### src/rtl/interrupt_ack_sequencer_if.sv
// Acknowledge-sequencer bus: INTA pin, priority/config inputs and the
// state, level and data-bus outputs shared with the cascade and in-service logic.
interface interrupt_ack_sequencer_if;
  logic       interrupt_acknowledge_n;
  logic [7:0] highest_request;
  logic       u8086_or_mcs80_config;
  logic       call_address_interval_4_config;
  logic [2:0] vector_address_low;
  logic [7:0] vector_address_high;
  logic       cascade_slave;
  logic       cascade_output_ack_2_3;
  logic       auto_eoi_config;

  logic [2:0] control_state;
  logic [7:0] acknowledge_interrupt;
  logic       end_of_acknowledge_sequence;
  logic [7:0] auto_eoi_clear;
  logic [7:0] data_out;
  logic       data_out_enable;

  modport slave (
    input  interrupt_acknowledge_n, highest_request, u8086_or_mcs80_config,
           call_address_interval_4_config, vector_address_low, vector_address_high,
           cascade_slave, cascade_output_ack_2_3, auto_eoi_config,
    output control_state, acknowledge_interrupt, end_of_acknowledge_sequence,
           auto_eoi_clear, data_out, data_out_enable
  );

  modport master (
    output interrupt_acknowledge_n, highest_request, u8086_or_mcs80_config,
           call_address_interval_4_config, vector_address_low, vector_address_high,
           cascade_slave, cascade_output_ack_2_3, auto_eoi_config,
    input  control_state, acknowledge_interrupt, end_of_acknowledge_sequence,
           auto_eoi_clear, data_out, data_out_enable
  );
endinterface

### src/rtl/interrupt_ack_sequencer.sv
// INTA pulse-train sequencer: tracks READY/ACK1/ACK2/ACK3, latches the acknowledged
// level, drives vector/CALL bytes and pulses end-of-acknowledge. Optional macro: AUTO_EOI_EN.
module interrupt_ack_sequencer #(
  parameter logic [2:0] READY_STATE    = 3'b000,
  parameter logic [2:0] ACK1_STATE     = 3'b001,
  parameter logic [2:0] ACK2_STATE     = 3'b010,
  parameter logic [2:0] ACK3_STATE     = 3'b011,
  parameter int         SPURIOUS_LEVEL = 3
) (
  input  logic                       clock,
  input  logic                       reset_n,
  interrupt_ack_sequencer_if.slave   bus
);

  typedef enum logic [2:0] {
    S_READY = READY_STATE,
    S_ACK1  = ACK1_STATE,
    S_ACK2  = ACK2_STATE,
    S_ACK3  = ACK3_STATE
  } state_t;

  localparam logic [7:0] SPURIOUS_ONEHOT = 8'(1 << ((1 << SPURIOUS_LEVEL) - 1));

  state_t     r_state;
  logic       r_inta_q;
  logic       r_mode_8086;
  logic       r_eoa;
  logic [7:0] r_ack;
  logic [7:0] r_data;
  logic       r_data_en;
`ifdef AUTO_EOI_EN
  logic [7:0] r_aeoi;
`endif

  logic       w_fall;
  logic       w_rise;
  logic       w_done;
  logic [2:0] w_level;
  logic [8:0] w_byte;
  logic       w_drive;

  function automatic logic [2:0] f_level(input logic [7:0] onehot);
    logic [2:0] idx;
    idx = '0;
    for (int i = 0; i < 8; i++)
      if (onehot[i]) idx = i[2:0];
    return idx;
  endfunction

  // {defined, byte} for the byte the CPU expects in a given acknowledge state
  function automatic logic [8:0] f_byte(input state_t st, input logic mode_8086,
                                        input logic [2:0] lvl, input logic [2:0] vl,
                                        input logic [7:0] vh, input logic int4,
                                        input logic slave);
    logic       def;
    logic [7:0] b;
    def = 1'b0;
    b   = 8'h00;
    if (mode_8086) begin
      if (st == S_ACK2) begin
        def = 1'b1;
        b   = {vh[7:3], lvl};
      end
    end else begin
      case (st)
        S_ACK1: begin
          def = ~slave;
          b   = 8'hCD;
        end
        S_ACK2: begin
          def = 1'b1;
          b   = int4 ? {vl, lvl, 2'b00} : {vl[2:1], lvl, 3'b000};
        end
        S_ACK3: begin
          def = 1'b1;
          b   = vh;
        end
        default: ;
      endcase
    end
    return {def, b};
  endfunction

  assign w_fall  = r_inta_q & ~bus.interrupt_acknowledge_n;
  assign w_rise  = ~r_inta_q & bus.interrupt_acknowledge_n;
  assign w_done  = w_rise & (((r_state == S_ACK2) & r_mode_8086) | (r_state == S_ACK3));
  assign w_level = f_level(r_ack);
  assign w_byte  = f_byte(r_state, r_mode_8086, w_level, bus.vector_address_low,
                          bus.vector_address_high, bus.call_address_interval_4_config,
                          bus.cascade_slave);
  assign w_drive = ~bus.interrupt_acknowledge_n & (r_state != S_READY) & w_byte[8] &
                   ((r_state == S_ACK1) | bus.cascade_output_ack_2_3);

  always_ff @(posedge clock or negedge reset_n) begin
    if (!reset_n) begin
      r_state     <= S_READY;
      r_inta_q    <= 1'b1;
      r_mode_8086 <= 1'b1;
      r_eoa       <= 1'b0;
      r_ack       <= 8'h00;
      r_data      <= 8'h00;
      r_data_en   <= 1'b0;
`ifdef AUTO_EOI_EN
      r_aeoi      <= 8'h00;
`endif
    end else begin
      r_inta_q  <= bus.interrupt_acknowledge_n;
      r_eoa     <= 1'b0;
      r_data    <= w_byte[7:0];
      r_data_en <= w_drive;
`ifdef AUTO_EOI_EN
      r_aeoi    <= 8'h00;
`endif
      if (w_done) begin
        r_state <= S_READY;
        r_eoa   <= 1'b1;
        r_ack   <= 8'h00;
`ifdef AUTO_EOI_EN
        r_aeoi  <= bus.auto_eoi_config ? r_ack : 8'h00;
`endif
      end else begin
        case (r_state)
          // a fall landing in the end-pulse cycle is deliberately dropped
          S_READY: if (w_fall && !r_eoa) begin
            r_state     <= S_ACK1;
            r_ack       <= (bus.highest_request == 8'h00) ? SPURIOUS_ONEHOT : bus.highest_request;
            r_mode_8086 <= bus.u8086_or_mcs80_config;
          end
          S_ACK1: if (w_fall) r_state <= S_ACK2;
          S_ACK2: if (!r_mode_8086 && w_fall) r_state <= S_ACK3;
          S_ACK3: ;
          default: r_state <= S_READY;
        endcase
      end
    end
  end

  assign bus.control_state               = r_state;
  assign bus.acknowledge_interrupt       = r_ack;
  assign bus.end_of_acknowledge_sequence = r_eoa;
  assign bus.data_out                    = r_data;
  assign bus.data_out_enable             = r_data_en;
`ifdef AUTO_EOI_EN
  assign bus.auto_eoi_clear              = r_aeoi;
`else
  assign bus.auto_eoi_clear              = 8'h00;
`endif

endmodule
### src/flat_wrapper.sv
// flat-port wrapper written by rule: the top's interface ports become plain ports
module interrupt_ack_sequencer_flat 
#(
  parameter logic [2:0] READY_STATE    = 3'b000,
  parameter logic [2:0] ACK1_STATE     = 3'b001,
  parameter logic [2:0] ACK2_STATE     = 3'b010,
  parameter logic [2:0] ACK3_STATE     = 3'b011,
  parameter int         SPURIOUS_LEVEL = 3
)
  (clock, reset_n, bus_interrupt_acknowledge_n, bus_highest_request, bus_u8086_or_mcs80_config, bus_call_address_interval_4_config, bus_vector_address_low, bus_vector_address_high, bus_cascade_slave, bus_cascade_output_ack_2_3, bus_auto_eoi_config, bus_control_state, bus_acknowledge_interrupt, bus_end_of_acknowledge_sequence, bus_auto_eoi_clear, bus_data_out, bus_data_out_enable);
  interrupt_ack_sequencer_if bus_i ();
  input  logic clock;
  input  logic reset_n;
  input wire logic [$bits(bus_i.interrupt_acknowledge_n)-1:0] bus_interrupt_acknowledge_n;
  input wire logic [$bits(bus_i.highest_request)-1:0] bus_highest_request;
  input wire logic [$bits(bus_i.u8086_or_mcs80_config)-1:0] bus_u8086_or_mcs80_config;
  input wire logic [$bits(bus_i.call_address_interval_4_config)-1:0] bus_call_address_interval_4_config;
  input wire logic [$bits(bus_i.vector_address_low)-1:0] bus_vector_address_low;
  input wire logic [$bits(bus_i.vector_address_high)-1:0] bus_vector_address_high;
  input wire logic [$bits(bus_i.cascade_slave)-1:0] bus_cascade_slave;
  input wire logic [$bits(bus_i.cascade_output_ack_2_3)-1:0] bus_cascade_output_ack_2_3;
  input wire logic [$bits(bus_i.auto_eoi_config)-1:0] bus_auto_eoi_config;
  output wire logic [$bits(bus_i.control_state)-1:0] bus_control_state;
  output wire logic [$bits(bus_i.acknowledge_interrupt)-1:0] bus_acknowledge_interrupt;
  output wire logic [$bits(bus_i.end_of_acknowledge_sequence)-1:0] bus_end_of_acknowledge_sequence;
  output wire logic [$bits(bus_i.auto_eoi_clear)-1:0] bus_auto_eoi_clear;
  output wire logic [$bits(bus_i.data_out)-1:0] bus_data_out;
  output wire logic [$bits(bus_i.data_out_enable)-1:0] bus_data_out_enable;
  assign bus_i.interrupt_acknowledge_n = bus_interrupt_acknowledge_n;
  assign bus_i.highest_request = bus_highest_request;
  assign bus_i.u8086_or_mcs80_config = bus_u8086_or_mcs80_config;
  assign bus_i.call_address_interval_4_config = bus_call_address_interval_4_config;
  assign bus_i.vector_address_low = bus_vector_address_low;
  assign bus_i.vector_address_high = bus_vector_address_high;
  assign bus_i.cascade_slave = bus_cascade_slave;
  assign bus_i.cascade_output_ack_2_3 = bus_cascade_output_ack_2_3;
  assign bus_i.auto_eoi_config = bus_auto_eoi_config;
  assign bus_control_state = bus_i.control_state;
  assign bus_acknowledge_interrupt = bus_i.acknowledge_interrupt;
  assign bus_end_of_acknowledge_sequence = bus_i.end_of_acknowledge_sequence;
  assign bus_auto_eoi_clear = bus_i.auto_eoi_clear;
  assign bus_data_out = bus_i.data_out;
  assign bus_data_out_enable = bus_i.data_out_enable;
  interrupt_ack_sequencer #(.READY_STATE(READY_STATE), .ACK1_STATE(ACK1_STATE), .ACK2_STATE(ACK2_STATE), .ACK3_STATE(ACK3_STATE), .SPURIOUS_LEVEL(SPURIOUS_LEVEL)) u_core (.clock(clock), .reset_n(reset_n), .bus(bus_i));
endmodule
### config.mk
export PLATFORM = sky130hd
export DESIGN_NAME = interrupt_ack_sequencer_flat
export DESIGN_NICKNAME = d
export VERILOG_FILES = /design/src/rtl/interrupt_ack_sequencer_if.sv /design/src/rtl/interrupt_ack_sequencer.sv /design/src/flat_wrapper.sv
export SDC_FILE = /design/constraint.sdc
export NUM_CORES = 1
export LEC_CHECK = 0
export CAP_MARGIN = 40
export CORE_ASPECT_RATIO = 0.9
export CORE_MARGIN = 10
export CORE_UTILIZATION = 40
export DETAILED_ROUTE_END_ITERATION = 7
export PLACE_DENSITY = 0.77
export SYNTH_ARGS = -nofsm -noshare
export SYNTH_HDL_FRONTEND = slang
export SYNTH_SLANG_ARGS = --single-unit
### constraint.sdc
create_clock -name clock -period 3.5 [get_ports clock]
set_input_delay 0.525 -clock clock [delete_from_list [all_inputs] [get_ports clock]]
set_output_delay 0.525 -clock clock [all_outputs]
set_load 0.05 [all_outputs]
== Word level (Yosys, flattened, before mapping) ==
Cells that the tools add are included.

* Register bits after elaboration: 23
* Bits in latches: 0
* Bits in writable memories: 0
* ROM bits: 0
* Input port bits: 27
* Output and inout port bits: 29
* Logic and storage cells: 64
* Memories: 0

* Add/sub/neg operators: 0
* Multiply operators: 0
* Divide/modulo/power cells: 0
* Magnitude comparators: 0
* Eq/ne operators: 7
* Shift operators: 0
* Mux-type cells: 24
* Bitwise logic cells: 13
* Reduce and logical (&&, ||, !) cells: 13

{| class="wikitable"
|+ Operator list
! cell !! count
|-
| two-way mux 8 bit || 6
|-
| two-way mux 3 bit || 10
|-
| one-hot mux 8 bit (3 select lines) || 1
|-
| one-hot mux 3 bit (4 select lines) || 1
|-
| logical NOT 8 bit || 1
|-
| bitwise AND 1 bit || 7
|-
| equality test 3 x 2 -> 1 bit (second input constant) || 2
|-
| two-way mux 6 bit || 1
|-
| inequality test 3 x 1 -> 1 bit (second input constant) || 2
|-
| two-way mux 1 bit || 4
|-
| inverter 1 bit || 4
|-
| AND reduction 4 bit || 1
|-
| nonzero test 2 bit || 2
|-
| equality test 3 x 1 -> 1 bit (second input constant) || 1
|-
| logical NOT 3 bit || 1
|-
| inequality test 3 x 2 -> 1 bit (second input constant) || 1
|-
| AND reduction 3 bit || 1
|-
| nonzero test 3 bit || 1
|-
| logical AND 1 bit || 2
|-
| logical NOT 1 bit || 2
|-
| inequality test 2 x 1 -> 1 bit (second input constant) || 1
|-
| OR 1 bit || 2
|-
| one-hot mux 1 bit (2 select lines) || 1
|-
| AND reduction 2 bit || 1
|-
| OR reduction 2 bit || 1
|}

== Depth between registers and ports, before layout ==
Gate-level depths: netlist of the first run.

* Depth after elaboration: 10
* Mapped depth: 8
* Mapped depth without buffers: 6

== Least setup slack after synthesis of the first run ==
Ideal clock, no wire load.

* Path type: reg2reg
* Start: register u_core.r_state[0], in the netlist u_core.bus.control_state[0]
* End: register u_core.r_state[0], in the netlist u_core.bus.control_state[0]
* Arrival time: 1.740 ns
* Required time: 3.375 ns
* Slack: 1.635 ns
* Cell stages (with the launch flop): 8
* Clock period less this slack: 1.865 ns
* Cell sequence: dfrtp_1 -> ha_1 -> buf_4 -> a21oi_2 -> or3b_1 -> buf_6 -> o21ai_2 -> mux2i_1

* Cells in the longest elaborated chain, start to end: 6
* Elaborated cells on any way between the ends: 14

{| class="wikitable"
|+ RTL lines
! what !! RTL line !! text
|-
| start: declaration || interrupt_ack_sequencer.sv:24 || <nowiki>state_t r_state;</nowiki>
|-
| start signal: assignment || interrupt_ack_sequencer.sv:96 || <nowiki>r_state <= S_READY;</nowiki>
|-
| start signal: assignment || interrupt_ack_sequencer.sv:115 || <nowiki>r_state <= S_READY;</nowiki>
|-
| start signal: assignment || interrupt_ack_sequencer.sv:125 || <nowiki>r_state <= S_ACK1;</nowiki>
|-
| equality test 3 x 2 -> 1 bit || interrupt_ack_sequencer.sv:86, interrupt_ack_sequencer.sv:122 ||
|-
| bitwise AND 1 bit || interrupt_ack_sequencer.sv:86 || <nowiki>assign w_done = w_rise & (((r_state == S_ACK2) & r_mode_8086) | (r_state == S_ACK3));</nowiki>
|-
| OR 1 bit || interrupt_ack_sequencer.sv:86 ||
|-
| bitwise AND 1 bit || interrupt_ack_sequencer.sv:86 ||
|-
| inequality test 3 x 1 -> 1 bit (no source line) (tied with other cells) || - ||
|-
| AND reduction 4 bit (no source line) || - ||
|}

Parallel ways exist; a longest one is shown, timed or not.
A chain may end at the register's enable or synchronous reset.

== Final worst setup path of the first run ==
* Start: register u_core.r_state[1], in the netlist u_core.bus.control_state[1]
* End: output bus_control_state[1]

{| class="wikitable"
|+ RTL lines
! what !! RTL line !! text
|-
| end: declaration || flat_wrapper.sv:23 || <nowiki>output wire logic [$bits(bus_i.control_state)-1:0] bus_control_state;</nowiki>
|}

No word-level cell between the ends.

==> flow_summary_export.csv, run 1 <==
group,metric,value,unit
synth,synth_compound_area_share,20.3,%
setup_path,cp_cell_sequence,"clkdlybuf4s50_1",
timing,clock.fmax,430,MHz
finish,area_growth,38.9,%
timing,setup_ws,1.18,ns
detailed_routing,first_pass_iters,4,
setup_path,critPathMaxStageDelay,0.88,ns
synth,synth_simple_gate_area_share,17.4,%
setup_path,crit_arrival,1.80,ns
floorplan,die_w,79.0,um
placement,place.gp.congestion,0.829,
pwr,power,1.65,mW
clock_tree,cts_hold_buf,0,
synth,yosysSeqAreaShare,44.2,%
flow_run,maxCapViolCount,0,
timing,slew_headroom,49.3,%
detailed_routing,antenna_left,0,
clock_tree,clk_latency,0.32,ns
timing,rsz0062_at_grt,"false",
setup_path,crit_family,"buffers and inverters",
floorplan,rows,19,
grt,grt_max_degree,17,
timing,drv_slew,0,
detailed_routing,drt-wirelength-per-cell,15.3,um
placement,dp_hpwl,2.69,mm
floorplan,pin_count,56,
finish,final_nets,212,
grt,antenna_found_initial,0,
setup_path,cp-end-kind,"output port",
clock_tree,cts_made_buffers,3,
detailed_routing,route.detailed.drc,0,
floorplan,start_util,41.5,%
clock_tree,clk_pin_slew,0.14,ns
timing,hold_viol,0,
floorplan,coreArea,0.00302,mm^2
grt,grt_pass1_vias,1156,
timing,period_share,66.4,%
detailed_routing,vias,1133,
placement,place_ws,1.26,ns
setup_path,crit_slowest_cell,"clkdlybuf4s50_1",
clock_tree,cts-resized-gates,0,
status,outcome,"finished, final reports clean",
synth,ys_types,40,
detailed_routing,wl,3.39,mm
timing,setup_viol_count_final,0,
synth,syn-cell-area,0.00125,mm^2
pwr,power_per_cell_area,949,mW/mm^2
timing,tns,0,ns
synth,ys_warn_count,0,
finish,drive_gt1_share,7.22,%
synth,avgSynthCellArea,9.14,um^2
synth,ys_ff_latch,22,
clock_tree,clockBufferDepth,2,
clock_tree,cts.sinks,22,
synth,synth_mux_area_share,2.40,%
detailed_routing,viasPerCell,5.10,
grt,grtUsageTotal,11.6,%
setup_path,path_class,"flip-flop to output port",
floorplan,die_area,0.00577,mm^2
synth,ys_async_sr_fraction,100,%
grt,grt_pass1_wl,5.47,mm
synth,synth_ff_type,"dfrtp_1",
finish,antenna_cells,0,
synth,synthCells,137,
setup_path,crit_fanout,13,
pwr,leakage,0.746,nW
grt,grt_overflow_total,0,
clock_tree,cts_setup_buffers,0,
finish,postLayoutCoreUtil,57.6,%
setup_path,crit_buf_inv,1,
timing,skew,0.00395,ns
synth,yosys.area_share.adder,4.00,%
clock_tree,htree_levels,1,
min_path,hp-class,"primary input to async pin",
placement,placedInstanceArea,0.00169,mm^2
setup_path,critPathLaunchType,"flip-flop",
pwr,ir_worst_vdd,0.291,mV
finish,fin_area,0.00174,mm^2
timing,fin_crit,2.32,ns
clock_tree,root_buffer,"clkbuf_4",
floorplan,die_y,73.1,um
placement,io_buffers,45,
synth,synth_xor_area_share,0,%
setup_path,required,2.97,ns
synth,synth-edff-count,0,
synth,synth_top_family_by_area,"compound AO/OA/AOI/OAI gates",
clock_tree,cts_tree,"built",
detailed_routing,drtIter0Drc,96,
timing,tightest_slew,0.757,ns
==> final timing paths <==
| path | cells past startpoint | slack (ns) | startpoint | to |
|---|---|---|---|---|
| worst max-delay path | 1 | 1.18 | u_core.bus.control_state[1]$_DFFE_PN0P_ | bus_control_state[1] |
| worst min-delay path | 1 | 0.51 | reset_n | u_core.bus.data_out[5]$_DFF_PN0_ |
| worst max register to register | 5 | 1.44 | u_core.bus.control_state[1]$_DFFE_PN0P_ | u_core.bus.control_state[0]$_DFFE_PN0P_ |
| worst min register to register | 2 | 0.55 | u_core.bus.acknowledge_interrupt[0]$_DFFE_PN0P_ | u_core.bus.acknowledge_interrupt[0]$_DFFE_PN0P_ |
| max in group asynchronous | 2 | 2.46 | reset_n | u_core.r_inta_q$_DFF_PN1_ |
| min in group clock | 2 | 0.55 | u_core.bus.acknowledge_interrupt[0]$_DFFE_PN0P_ | u_core.bus.acknowledge_interrupt[0]$_DFFE_PN0P_ |
==> logic make-up after synthesis <==
| group | count (synthesis) |
|---|---|
| mux | 3 |
| flops | 22 |
| fa+ha+maj | 4 |
| compound gates | 39 |
| simple gates | 45 |
| other cells | 1 |
| buf+inv | 23 |
==> Yosys cell counts (all sizes together), types with 2 or more instances <==
cell type / instances / area share (%)
a21oi: 7 / 3.1
a22o: 3 / 2.1
a31oi: 4 / 2.0
buf: 14 / 8.8
dfrtp: 20 / 40
dfstp: 2 / 4.2
ha: 4 / 4.0
inv: 8 / 2.4
mux2i: 3 / 2.4
nand2: 22 / 6.6
nand2b: 3 / 1.5
nor2: 7 / 2.1
nor2b: 2 / 1.0
nor3: 2 / 0.80
nor4: 2 / 1.0
o21ai: 16 / 7.0
or3b: 2 / 1.4
==> power by group <==
group	switching [mW]	internal (mW)
sequential	0.106	0.356
combinational	0.629	0.356
clock	0.0877	0.116
total	0.823	0.828
==> cell type report <==
cell class              count  area [um^2]
repair buffers             46          465
inverters                   8         30.0
clock inverters             1         30.0
multi-input cells         100          586
well taps                  42         52.6
clock buffers               3         22.5
fillers                   260         1280
flip-flops and latches     22          553
==> flip-flops by register name (all words and copies together), names as in the netlist <==
| name | count |
|---|---|
| u_core.r_mode_8086 | 1 |
| u_core.bus.data_out_enable | 1 |
| u_core.bus.acknowledge_interrupt | 8 |
| u_core.r_inta_q | 1 |
| u_core.bus.end_of_acknowledge_sequence | 1 |
| u_core.bus.control_state | 2 |
| u_core.bus.data_out | 8 |
==> stage by stage <==
| stage | hold slack, ns | instances |
|---|---|---|
| 6_report | 0.506 | 222 |
| 5_1_grt | 0.525 | 222 |
| 3_3_place_gp | 0.523 | 217 |
| 2_1_floorplan | 0.229 | 145 |
| 3_5_place_dp | 0.524 | 218 |
| 4_1_cts | 0.522 | 222 |
==> layer usage <==
metal  wire, um  part of all wire [%]  GRT usage (%)  vias to the layer above
met3        195                   5.7           2.83                        4
met2       1590                    47           18.6                       48
met4         51                   1.5           4.77                        0
met5          0                     0              0                        -
met1       1550                    46           14.6                      536
li1           -                     -              -                      545
==> layout by cell type, fill, tap and decap left out, drive strengths merged, types with 2 or more instances in the layout <==
cell type      Yosys  layout
nor4               2       2
or3b               2       2
a21oi              7       7
nand2             22      22
nand2b             3       3
ha                 4       4
inv                8       8
conb               1       9
nor2b              2       2
a31oi              4       4
clkbuf             1       3
clkdlybuf4s50      0      45
nor2               7       7
dfstp              2       2
a22o               3       3
dfrtp             20      20
o21ai             16      16
nor3               2       2
mux2i              3       3
No activity file was read; power rests on OpenSTA's default activity.
==> inputs of run 2 (changes only) <==
==> constraint.sdc (replaced) <==
create_clock -name clock -period 2.3 [get_ports clock]
set_input_delay 0.345 -clock clock [delete_from_list [all_inputs] [get_ports clock]]
set_output_delay 0.345 -clock clock [all_outputs]
set_load 0.05 [all_outputs]
==> flow_summary_export.csv, run 2 (same netlist as run 1, synthesis figures left out) <==
group,metric,value,unit
status,outcome,"finished, final reports clean",
clock_tree,root_buffer,"clkbuf_4",
detailed_routing,first_pass_iters,4,
clock_tree,clk_pin_slew,0.12,ns
finish,fin_area,0.00172,mm^2
clock_tree,cts.sinks,22,
setup_path,crit_arrival,1.78,ns
timing,skew,0.00136,ns
setup_path,crit_family,"buffers and inverters",
pwr,ir_worst_vdd,0.498,mV
pwr,power_frac_clock,9.0,%
pwr,power_per_cell_area,1410,mW/mm^2
placement,dp.cells,219,
setup_path,crit_buf_inv,1,
min_path,hp-class,"primary input to async pin",
timing,clock.fmax,470,MHz
clock_tree,htree_levels,1,
pwr,leakage,0.742,nW
floorplan,die_w,79.0,um
timing,tns,0,ns
detailed_routing,route.detailed.drc,0,
finish,num-fill-cells,273,
floorplan,die_area,0.00577,mm^2
pwr,p_sw_share,51.2,%
pwr,power_frac_comb,62.1,%
setup_path,r2r_start,"u_core.bus.control_state[1]$_DFFE_PN0P_",
detailed_routing,wl,3.39,mm
setup_path,critPathMaxStageDelay,0.88,ns
pwr,power_frac_seq,28.9,%
finish,final_cell_mix,"clkdlybuf4s50_1, nand2_1, dfrtp_1",
setup_path,required,1.96,ns
flow_run,maxCapViolCount,0,
grt,grt_max_degree,23,
timing,hold_viol,0,
floorplan,rows,19,
grt,antenna_found_initial,0,
grt,grt_pass1_wl,5.52,mm
grt,grt_overflow_total,0,
floorplan,die_y,73.1,um
timing,setup_viol_count_final,0,
clock_tree,cts_setup_buffers,0,
setup_path,crit_slowest_cell,"clkdlybuf4s50_1",
setup_path,cp-end-kind,"output port",
timing,drv_slew,0,
placement,placedInstanceArea,0.00169,mm^2
finish,final_nets,213,
timing,rsz0062_at_grt,"false",
timing,fin_crit,2.13,ns
pwr,p_sw,1.24,mW
timing,period_share,92.5,%
setup_path,path_class,"flip-flop to output port",
grt,grtUsageTotal,11.6,%
finish,stdcell_count,223,
floorplan,coreArea,0.00302,mm^2
finish,final_common_cell,"clkdlybuf4s50_1",
finish,drive_gt1_share,7.73,%
setup_path,cp-startpoint,"u_core.bus.control_state[1]$_DFFE_PN0P_",
setup_path,crit_fanout,13,
pwr,p_int,1.18,mW
detailed_routing,drtIter0Drc,141,
clock_tree,clockBufferDepth,2,
pwr,power,2.43,mW
detailed_routing,antenna_left,0,
detailed_routing,drt-wirelength-per-cell,15.2,um
clock_tree,cts_tree,"built",
clock_tree,cts_made_buffers,3,
finish,area_growth,37.6,%
placement,dp_hpwl,2.69,mm
clock_tree,cts-resized-gates,0,
timing,slew_headroom,66.1,%
setup_path,critPathLaunchType,"flip-flop",
detailed_routing,viasPerCell,5.07,
timing,tightest_slew,0.507,ns
setup_path,cp_cell_sequence,"clkdlybuf4s50_1",
placement,io_buffers,45,
placement,place.gp.congestion,0.849,
finish,antenna_cells,0,
grt,grt_pass1_vias,1200,
clock_tree,cts_hold_buf,0,
floorplan,start_util,41.5,%
detailed_routing,vias,1131,
floorplan,pin_count,56,
clock_tree,clk_latency,0.31,ns
run 2: stage by stage:
step / setup WS [ns] / utilization [%] / hold slack (ns)
3_5_place_dp: 0.306 / 55.9 / 0.522
5_1_grt: 0.0898 / 57.1 / 0.375
3_3_place_gp: 0.352 / 55.9 / 0.523
6_report: 0.171 / 57.1 / 0.366
4_1_cts: 0.173 / 57.1 / 0.378
2_1_floorplan: 0.435 / - / 0.0494
run 2: metal layers:
metal  up-vias  GRT usage, %  wire [um]  part of all wire [%]
li1        547             -          -                     -
met5         -             0          0                     0
met4         0          3.98         46                   1.4
met3         5          4.06        296                   8.7
met2        52          18.7       1570                    46
met1       527          14.1       1470                    43
run 2: worst paths after layout:
path | to | slack, ns | cells past startpoint
max in group asynchronous | u_core.r_inta_q$_DFF_PN1_ | 1.66 | 2
hold reg to reg | u_core.bus.acknowledge_interrupt[0]$_DFFE_PN0P_ | 0.55 | 2
hold / removal | u_core.bus.data_out[4]$_DFF_PN0_ | 0.37 | 2
min in group clock | u_core.r_inta_q$_DFF_PN1_ | 0.48 | 1
setup / recovery | bus_control_state[1] | 0.17 | 1
setup reg to reg | u_core.bus.control_state[1]$_DFFE_PN0P_ | 0.29 | 5
run 2: final cells by class:
| class | count | area [um^2] | area share, % |
|---|---|---|---|
| multi-input cells | 100 | 586 | 34.0 |
| repair buffers | 47 | 465 | 27.0 |
| well taps | 42 | 52.6 | 3.05 |
| inverters | 8 | 30.0 | 1.74 |
| clock buffers | 4 | 36.3 | 2.11 |
| flip-flops and latches | 22 | 553 | 32.1 |
run 2: power by group through the flow:
| stage | Clock (mW) | Sequential (mW) | Combinational [mW] |
|---|---|---|---|
| 2_1_floorplan | 0 | 1.13 | 0.647 |
| 3_3_place_gp | 0 | 0.701 | 1.48 |
| 3_5_place_dp | 0 | 0.712 | 1.51 |
| 4_1_cts | 0.218 | 0.701 | 1.52 |
| 5_1_grt | 0.243 | 0.729 | 1.63 |
| 6_report | 0.217 | 0.701 | 1.51 |
==> inputs of run 3 (changes only) <==
--- a/config.mk
+++ b/config.mk
@@ -8,9 +8,9 @@
 export CAP_MARGIN = 40
 export CORE_ASPECT_RATIO = 0.9
 export CORE_MARGIN = 10
-export CORE_UTILIZATION = 40
+export CORE_UTILIZATION = 41
 export DETAILED_ROUTE_END_ITERATION = 7
-export PLACE_DENSITY = 0.77
+export PLACE_DENSITY = 0.79
 export SYNTH_ARGS = -nofsm -noshare
 export SYNTH_HDL_FRONTEND = slang
 export SYNTH_SLANG_ARGS = --single-unit
==> flow_summary_export.csv, run 3 (same netlist as run 1, synthesis figures left out) <==
group,metric,value,unit
setup_path,crit_family,"buffers and inverters",
detailed_routing,viasPerCell,4.93,
detailed_routing,vias,1089,
grt,grt_overflow_total,0,
clock_tree,cts-resized-gates,0,
setup_path,cp-end-kind,"output port",
floorplan,coreArea,0.00284,mm^2
timing,tns,0,ns
clock_tree,cts_hold_buf,0,
timing,setup_viol_count_final,0,
timing,hold_viol,0,
finish,final_cell_mix,"clkdlybuf4s50_1, nand2_1, dfrtp_1",
setup_path,crit_buf_inv,1,
setup_path,crit_slowest_cell,"clkdlybuf4s50_1",
clock_tree,cts.sinks,22,
detailed_routing,drt-wirelength-per-cell,15.2,um
timing,period_share,92.5,%
placement,io_buffers,45,
timing,skew,0.00312,ns
status,outcome,"finished, final reports clean",
detailed_routing,route.detailed.drc,0,
clock_tree,clk_pin_slew,0.12,ns
clock_tree,cts_setup_buffers,0,
clock_tree,clockBufferDepth,2,
min_path,hp-class,"primary input to async pin",
flow_run,maxCapViolCount,0,
detailed_routing,antenna_left,0,
floorplan,die_w,78.3,um
finish,stdcell_count,221,
grt,grt_pass1_vias,1121,
detailed_routing,first_pass_iters,4,
timing,clock.fmax,470,MHz
setup_path,crit_fanout,13,
finish,final_common_cell,"clkdlybuf4s50_1",
timing,slew_headroom,62.9,%
pwr,leakage,0.742,nW
finish,antenna_cells,0,
detailed_routing,drtIter0Drc,115,
setup_path,crit_arrival,1.78,ns
finish,postLayoutCoreUtil,60.6,%
timing,tightest_slew,0.555,ns
timing,rsz0062_at_grt,"false",
setup_path,required,1.96,ns
placement,place_ws,0.286,ns
placement,dp_hpwl,2.75,mm
clock_tree,cts_tree,"built",
pwr,ir_worst_vdd,0.683,mV
pwr,power,2.41,mW
setup_path,cp_cell_sequence,"clkdlybuf4s50_1",
placement,place.gp.congestion,0.832,
floorplan,die_y,72.4,um
floorplan,pin_count,56,
pwr,power_per_cell_area,1400,mW/mm^2
clock_tree,root_buffer,"clkbuf_4",
floorplan,die_area,0.00567,mm^2
clock_tree,htree_levels,1,
clock_tree,cts_made_buffers,3,
grt,grt_max_degree,16,
grt,antenna_found_initial,0,
setup_path,critPathLaunchType,"flip-flop",
timing,drv_slew,0,
finish,area_growth,37.4,%
setup_path,critPathMaxStageDelay,0.88,ns
detailed_routing,wl,3.36,mm
finish,drive_gt1_share,7.73,%
floorplan,rows,18,
timing,fin_crit,2.13,ns
grt,grt_pass1_wl,5.43,mm
placement,dp.cells,217,
clock_tree,clk_latency,0.31,ns
floorplan,start_util,44.1,%
grt,grtUsageTotal,11.8,%
setup_path,path_class,"flip-flop to output port",
timing,setup_ws,0.173,ns
finish,final_nets,213,
==> run 3: cell counts in the layout (fill, tap and decap cells not counted) <==
Identical to the previous run, type by type.
==> run 3: where the power goes <==
group | internal [mW] | switching, mW | leakage (nW)
clock | 0.0967 | 0.115 | 0.0210
combinational | 0.543 | 0.955 | 0.441
sequential | 0.543 | 0.162 | 0.280
total | 1.18 | 1.23 | 0.742
==> run 3: metrics by stage <==
stage | area [um^2] | hold slack, ns
2_1_floorplan | 1280 | 0.0494
3_3_place_gp | 1680 | 0.513
3_5_place_dp | 1680 | 0.519
4_1_cts | 1720 | 0.392
5_1_grt | 1720 | 0.411
6_report | 1720 | 0.381
==> run 3: area by class of cell <==
type	instances	area (um^2)
Multi-Input combinational cell	100	586
Tap cell	40	50.0
Sequential cell	22	553
Inverter	8	30.0
Fill cell	247	1120
Clock buffer	4	36.3
Timing Repair Buffer	47	465
==> run 3: worst paths after layout <==
path                                                            startpoint                                              end  slack [ns]  depth (start not counted)
setup / recovery                   u_core.bus.control_state[1]$_DFFE_PN0P_                             bus_control_state[1]        0.17                          1
hold / removal                                                     reset_n  u_core.bus.acknowledge_interrupt[2]$_DFFE_PN0P_        0.38                          1
setup reg to reg                   u_core.bus.control_state[1]$_DFFE_PN0P_          u_core.bus.control_state[0]$_DFFE_PN0P_        0.25                          5
hold reg to reg            u_core.bus.acknowledge_interrupt[0]$_DFFE_PN0P_  u_core.bus.acknowledge_interrupt[0]$_DFFE_PN0P_        0.54                          2
max in group asynchronous                                          reset_n                 u_core.bus.data_out[3]$_DFF_PN0_        1.37                          2
min in group clock                             bus_interrupt_acknowledge_n                        u_core.r_inta_q$_DFF_PN1_        0.50                          1
==> run 3: metal layers <==
layer	track usage (%)	vias to the layer above	part of all wire, %
met3	4.19	4	6.5
li1	-	548	-
met2	18.9	44	44
met4	3.38	0	1.2
met5	0	-	0
met1	14.5	493	48
